<file path="src/rtl/lap_timer.sv">
// Tenth-second lap timer: up/down cascaded BCD count, preset load, lap hold,
// and terminal-count detection with a one-cycle done pulse.
module lap_timer #(
  parameter int CLK_HZ     = 100_000_000,
  parameter int TICK_HZ    = 10,
  parameter int MIN_DIGITS = 1
) (
  input  logic                    clk,
  input  logic                    rst,
  input  logic                    start_btn,
  input  logic                    stop_btn,
  input  logic                    clear_btn,
  input  logic                    lap_btn,
  input  logic                    load_btn,
  input  logic                    count_down,
  input  logic [4*MIN_DIGITS-1:0] preset_min,
  input  logic [7:0]              preset_sec,
  output logic [4*MIN_DIGITS-1:0] digit_min,
  output logic [3:0]              digit_st,
  output logic [3:0]              digit_su,
  output logic [3:0]              digit_tenths,
  output logic                    running,
  output logic                    done,
  output logic                    lap_active
);
  localparam int DIV = CLK_HZ / TICK_HZ;
  localparam int PW  = $clog2(DIV);
  localparam logic [3:0]  MT_MAX = (MIN_DIGITS == 2) ? 4'd9 : 4'd0;
  localparam logic [19:0] MAXV   = {MT_MAX, 4'd9, 4'd5, 4'd9, 4'd9};

  typedef enum logic [1:0] {S_IDLE, S_RUN, S_PAUSE, S_DONE} state_t;

  // count layout: {min tens, min units, sec tens, sec units, tenths}
  function automatic logic [19:0] bcd_inc(input logic [19:0] c);
    logic [19:0] r;
    r = c;
    if (c != MAXV) begin
      if (c[3:0] != 4'd9) r[3:0] = c[3:0] + 4'd1;
      else begin
        r[3:0] = 4'd0;
        if (c[7:4] != 4'd9) r[7:4] = c[7:4] + 4'd1;
        else begin
          r[7:4] = 4'd0;
          if (c[11:8] != 4'd5) r[11:8] = c[11:8] + 4'd1;
          else begin
            r[11:8] = 4'd0;
            if (c[15:12] != 4'd9) r[15:12] = c[15:12] + 4'd1;
            else begin
              r[15:12] = 4'd0;
              r[19:16] = c[19:16] + 4'd1;
            end
          end
        end
      end
    end
    return r;
  endfunction

  function automatic logic [19:0] bcd_dec(input logic [19:0] c);
    logic [19:0] r;
    r = c;
    if (c != 20'd0) begin
      if (c[3:0] != 4'd0) r[3:0] = c[3:0] - 4'd1;
      else begin
        r[3:0] = 4'd9;
        if (c[7:4] != 4'd0) r[7:4] = c[7:4] - 4'd1;
        else begin
          r[7:4] = 4'd9;
          if (c[11:8] != 4'd0) r[11:8] = c[11:8] - 4'd1;
          else begin
            r[11:8] = 4'd5;
            if (c[15:12] != 4'd0) r[15:12] = c[15:12] - 4'd1;
            else begin
              r[15:12] = 4'd9;
              r[19:16] = c[19:16] - 4'd1;
            end
          end
        end
      end
    end
    return r;
  endfunction

  function automatic logic [3:0] clamp9(input logic [3:0] d);
    return (d > 4'd9) ? 4'd9 : d;
  endfunction

  state_t        state_q, state_d;
  logic [PW-1:0] presc_q, presc_d;
  logic [19:0]   cnt_q, cnt_d, snap_q, snap_d, disp_q, disp_d;
  logic          lap_q, lap_d, done_q, done_d, rdy_q;
  logic          clr, ld, stp, sta, lp, tick, term;
  logic [19:0]   step, preset;
  logic [7:0]    pmin8;

  // rdy_q masks commands on the edge that releases reset
  always_comb begin
    clr = rdy_q & clear_btn;
    ld  = rdy_q & ~clear_btn & load_btn;
    stp = rdy_q & ~clear_btn & ~load_btn & stop_btn;
    sta = rdy_q & ~clear_btn & ~load_btn & ~stop_btn & start_btn;
    lp  = rdy_q & ~clear_btn & ~load_btn & ~stop_btn & ~start_btn & lap_btn;
  end

  assign tick  = (state_q == S_RUN) && (presc_q == PW'(DIV - 1));
  assign step  = count_down ? bcd_dec(cnt_q) : bcd_inc(cnt_q);
  assign term  = tick && (count_down ? (step == 20'd0) : (step == MAXV));
  assign pmin8 = 8'(preset_min);
  assign preset = {(MIN_DIGITS == 2) ? clamp9(pmin8[7:4]) : 4'd0, clamp9(pmin8[3:0]),
                   (preset_sec[7:4] > 4'd5) ? 4'd5 : preset_sec[7:4],
                   clamp9(preset_sec[3:0]), 4'd0};

  always_ff @(posedge clk or negedge rst) begin
    if (!rst) state_q <= S_IDLE;
    else      state_q <= state_d;
  end

  always_comb begin
    state_d = state_q;
    if (clr)                                   state_d = S_IDLE;
    else if (term)                             state_d = S_DONE;
    else if (ld && state_q != S_RUN)           state_d = S_IDLE;
    else if (stp && state_q == S_RUN)          state_d = S_PAUSE;
    else if (sta && (state_q == S_IDLE || state_q == S_PAUSE) &&
             !(count_down && cnt_q == 20'd0))  state_d = S_RUN;
  end

  always_comb begin
    running = (state_q == S_RUN);
  end

  always_comb begin
    cnt_d   = cnt_q;
    presc_d = presc_q;
    snap_d  = snap_q;
    lap_d   = lap_q;
    done_d  = 1'b0;
    if (clr) begin
      cnt_d   = '0;
      presc_d = '0;
      snap_d  = '0;
      lap_d   = 1'b0;
    end else begin
      if (state_q == S_RUN) begin
        presc_d = tick ? '0 : presc_q + PW'(1);
        if (tick) cnt_d = step;
      end
      if (ld && state_q != S_RUN) begin
        cnt_d   = preset;
        presc_d = '0;
      end
      if (term) begin
        lap_d  = 1'b0;
        done_d = 1'b1;
      end else if (lp && state_q == S_RUN) begin
        if (!lap_q) snap_d = cnt_q;
        lap_d = ~lap_q;
      end
    end
    disp_d = lap_d ? snap_d : cnt_d;
  end

  always_ff @(posedge clk or negedge rst) begin
    if (!rst) begin
      presc_q <= '0;
      cnt_q   <= '0;
      snap_q  <= '0;
      disp_q  <= '0;
      lap_q   <= 1'b0;
      done_q  <= 1'b0;
      rdy_q   <= 1'b0;
    end else begin
      presc_q <= presc_d;
      cnt_q   <= cnt_d;
      snap_q  <= snap_d;
      disp_q  <= disp_d;
      lap_q   <= lap_d;
      done_q  <= done_d;
      rdy_q   <= 1'b1;
    end
  end

  assign digit_min    = disp_q[12 +: 4*MIN_DIGITS];
  assign digit_st     = disp_q[11:8];
  assign digit_su     = disp_q[7:4];
  assign digit_tenths = disp_q[3:0];
  assign done         = done_q;
  assign lap_active   = lap_q;
endmodule

</file>
<file path="config.mk">
export PLATFORM = sky130hd
export DESIGN_NAME = lap_timer
export DESIGN_NICKNAME = d
export VERILOG_FILES = /design/src/rtl/lap_timer.sv
export SDC_FILE = /design/constraint.sdc
export NUM_CORES = 1
export LEC_CHECK = 0
export CORE_MARGIN = 2
export CORE_UTILIZATION = 41
export CTS_CLUSTER_SIZE = 30
export DETAILED_ROUTE_END_ITERATION = 16
export PLACE_DENSITY = 0.69
export SETUP_SLACK_MARGIN = 0.02
export SLEW_MARGIN = 10
export SYNTH_ARGS = -nofsm -noshare
export SYNTH_HDL_FRONTEND = slang
export SYNTH_SLANG_ARGS = --single-unit
</file>
<file path="constraint.sdc">
create_clock -name clk -period 4.3 [get_ports clk]
set_clock_uncertainty 0.2 [all_clocks]
set_input_delay 0.86 -clock clk [delete_from_list [all_inputs] [get_ports clk]]
set_output_delay 0.86 -clock clk [all_outputs]
set_load 0.05 [all_outputs]
</file>
==> results.sh <==
export IMPL_outcome="finished, final reports clean"
export IMPL_slew_headroom_pct=30.0
export IMPL_max_freq_mhz=257
export IMPL_ios=39
export IMPL_num_vias=5606
export IMPL_setup_viol=0
export IMPL_place_congestion=0.964
export IMPL_cts_buffer_depth=2
export IMPL_fin_crit_ns=3.88
export IMPL_drtIter0Drc=566
export IMPL_numCtsBuffers=9
export IMPL_crit_chain="clkdlybuf4s50_1 > or4b_1 > nor3_4 > nand3_1 > a221o_1 > nand3_1 > and4b_1 > buf_12 > and4_1 > or3_1"
export IMPL_yosysSeqAreaShare_pct=35.6
export IMPL_synth_seq_cells=81
export IMPL_grt_setup_unrepaired="false"
export IMPL_grt_start_max_net_pins=82
export IMPL_rows=43
export IMPL_cts_tree="yes"
export IMPL_yosysWarnings=0
export IMPL_postCtsSetupBuffers=0
export IMPL_synth_top_area_share_pct=35.6
export IMPL_fp_dieW_um=122
export IMPL_design_core_area_um2=13700
export IMPL_start_kind="primary input"
export IMPL_wl_met1_mm=7.27
export IMPL_grt_usage_pct=23.8
export IMPL_crit_top_cell="nand3_1"
export IMPL_grt_ovfl_total=0
export IMPL_critical_path_slowest_cell="or4b_1"
export IMPL_ctsHoldBuffers=0
export IMPL_synthDistinctLibCells=83
export IMPL_final_max_slew_violation_count=0
export IMPL_drt_first_pass_iters=5
export IMPL_drt_total_wl_mm=16.9
export IMPL_end_kind="register"
export IMPL_syn_area_um2=5700
export IMPL_cts_resized=0
export IMPL_antenna_found_initial=0
export IMPL_top_layer="met4"
export IMPL_synthTopCellsByCount="dfrtp_1, nand2_1, nor2_1"
export IMPL_crit_type="primary input to register"
export IMPL_cap_violations=0
export IMPL_synth_area_leaders="dfrtp_1, nand2_1, nand3_1"
export IMPL_hold_ws_ns=0.329
export IMPL_ir_worst_vdd_uv=328
export IMPL_htree_levels=3
export IMPL_die_h_um=122
export IMPL_p_per_area_nw_per_um2=400
export IMPL_synth_edf_count=0
export IMPL_grt_first_pass_wirelength_mm=27.5
export IMPL_drive_above_1_share_pct=13.0
export IMPL_syn_nets=686
export IMPL_synth_cells=662
export IMPL_cp_arrival_ns=3.91
export IMPL_yosysTopAreaCell="dfrtp_1"
export IMPL_wl_per_cell_um=19.2
export IMPL_ant_nets=0
export IMPL_hold_class="register to register"
export IMPL_drc=0
export IMPL_tns_ns=0
export IMPL_grt_pass1_vias=5336
export IMPL_p_leak_nw=2.77
export IMPL_tightest_slew_ns=1.05
export IMPL_viasPerCell=6.38
export IMPL_io_buffers=38
export IMPL_dieArea_um2=14900
export IMPL_crit_fanout=31
export IMPL_clk_latency_ns=0.35
export IMPL_synthArstFlopShare_pct=100
export IMPL_dp_hpwl_mm=11.8
export IMPL_required_ns=4.33
export IMPL_diodes=0
export IMPL_wl_met2_mm=7.56
export IMPL_avgSynthCellArea_um2=8.61
export IMPL_cts_sinks=81
export IMPL_start_util_pct=41.6
export IMPL_final_nets=717
export IMPL_fin_crit_sh_pct=90.3
export IMPL_synth_main_ff_cell="dfrtp_1"
export IMPL_ctsRootBufferMaster="clkbuf_16"
export IMPL_clk_pin_slew_ns=0.07
export IMPL_cpPeakStageDelay_ns=0.52
export IMPL_hold_viol_final=0
export IMPL_yosysMostFrequentCell="dfrtp_1"
export IMPL_syn_to_final_growth_pct=16.8
export IMPL_wl_met3_mm=1.45
[stage by stage]
| step | total power, mW | worst slack [ns] | util (%) | area (µm²) | instances |
|---|---|---|---|---|---|
| 6_report | 2.66 | 0.416 | 48.5 | 6660 | 878 |
| 5_1_grt | 2.80 | 0.219 | 48.5 | 6660 | 878 |
| 4_1_cts | 2.66 | 0.473 | 48.5 | 6660 | 878 |
| 3_5_place_dp | 1.85 | 0.108 | 46.3 | 6360 | 862 |
| 3_3_place_gp | 1.84 | 0.147 | 46.3 | 6360 | 862 |
| 2_1_floorplan | 1.53 | 0.591 | - | 5700 | 662 |
[per-layer routing]
layer  up-vias  global-route usage (%)
met5         -                       0
li1       2534                       -
met1      2767                    31.7
met3        52                    7.26
met2       253                    36.0
met4         0                    9.91
[registers in the layout, summed over array words and instances (netlist names)]
signal and cells:
rdy_q 1, disp_q 16, presc_q 24, state_q 2
cnt_q 20, lap_active 1, done 1, snap_q 16
[report_power, final]
group          switching [mW]  internal, mW  total, mW
Combinational           0.603         0.376      0.979
Sequential             0.0497         0.831      0.881
Clock                   0.346         0.456      0.802
[layout make-up]
cell class / instances / area [µm²]
Clock buffer: 9 / 225
Timing Repair Buffer: 73 / 666
Sequential cell: 81 / 2030
Multi-Input combinational cell: 507 / 3360
Clock inverter: 7 / 78.8
Fill cell: 1318 / 7060
Inverter: 21 / 78.8
Tap cell: 180 / 225
[worst max-delay path: cells and delay by family]
kind	cells	cell delay, ns
AO/OA/AOI/OAI	1	0.37
buffers and inverters	2	0.68
AND/OR/NAND/NOR	7	2.00
[worst paths after layout]
kind	from	endpoint	slack [ns]	depth (start not counted)
max	count_down	snap_q[11]$_DFF_PN0_	0.42	10
min	presc_q[1]$_DFFE_PN0P_	presc_q[1]$_DFFE_PN0P_	0.33	1
max reg2reg	cnt_q[17]$_DFFE_PN0P_	snap_q[11]$_DFF_PN0_	0.42	12
min reg2reg	presc_q[1]$_DFFE_PN0P_	presc_q[1]$_DFFE_PN0P_	0.33	1
max in group asynchronous	rst	lap_active$_DFF_PN0_	2.73	1
min in group asynchronous	rst	cnt_q[17]$_DFFE_PN0P_	0.50	1
[kinds of logic (layout without fill, tap and decap cells)]
kind of cell               count (synthesis)  after routing  share of synthesized area [%]
AOI/OAI and AO/OA                        142            142                           18.4
xor gates and xnor gates                  26             26                           3.99
adders and majority gates                  4              4                          0.878
buffers and inverters                     74            110                           5.62
DFF                                       81             81                           35.6
muxes                                     25             25                           5.25
other                                      1              1                         0.0658
and+or+nand+nor                          309            309                           30.3
[cells in the final DEF, fill, tap and decap left out, types with 6 or more instances in the layout]
cell type        Yosys  layout
o32a_1               7       7
xor2_1              17      17
clkdlybuf4s50_1      0      37
a32oi_1              6       6
clkbuf_16            0       9
o211ai_1            15      15
and3_1              10      10
or4_1                6       6
nand2_1             67      67
xnor2_1              9       9
and4_1               7       7
mux2_4               7       7
a21o_1               7       7
dfrtp_1             81      81
mux2i_1              7       7
mux2_2               9       9
a21oi_1             17      17
and2_1               7       7
nor2_1              54      54
nor3_1              13      13
nand4_1             30      30
buf_4                2      34
or3_1               11      11
nand2b_1             9       9
o21ai_0             26      26
nor4_1               8       7
inv_1               20      20
nand3_1             42      42
nor2b_1              7       7
No activity file was read; power rests on OpenSTA's default activity.
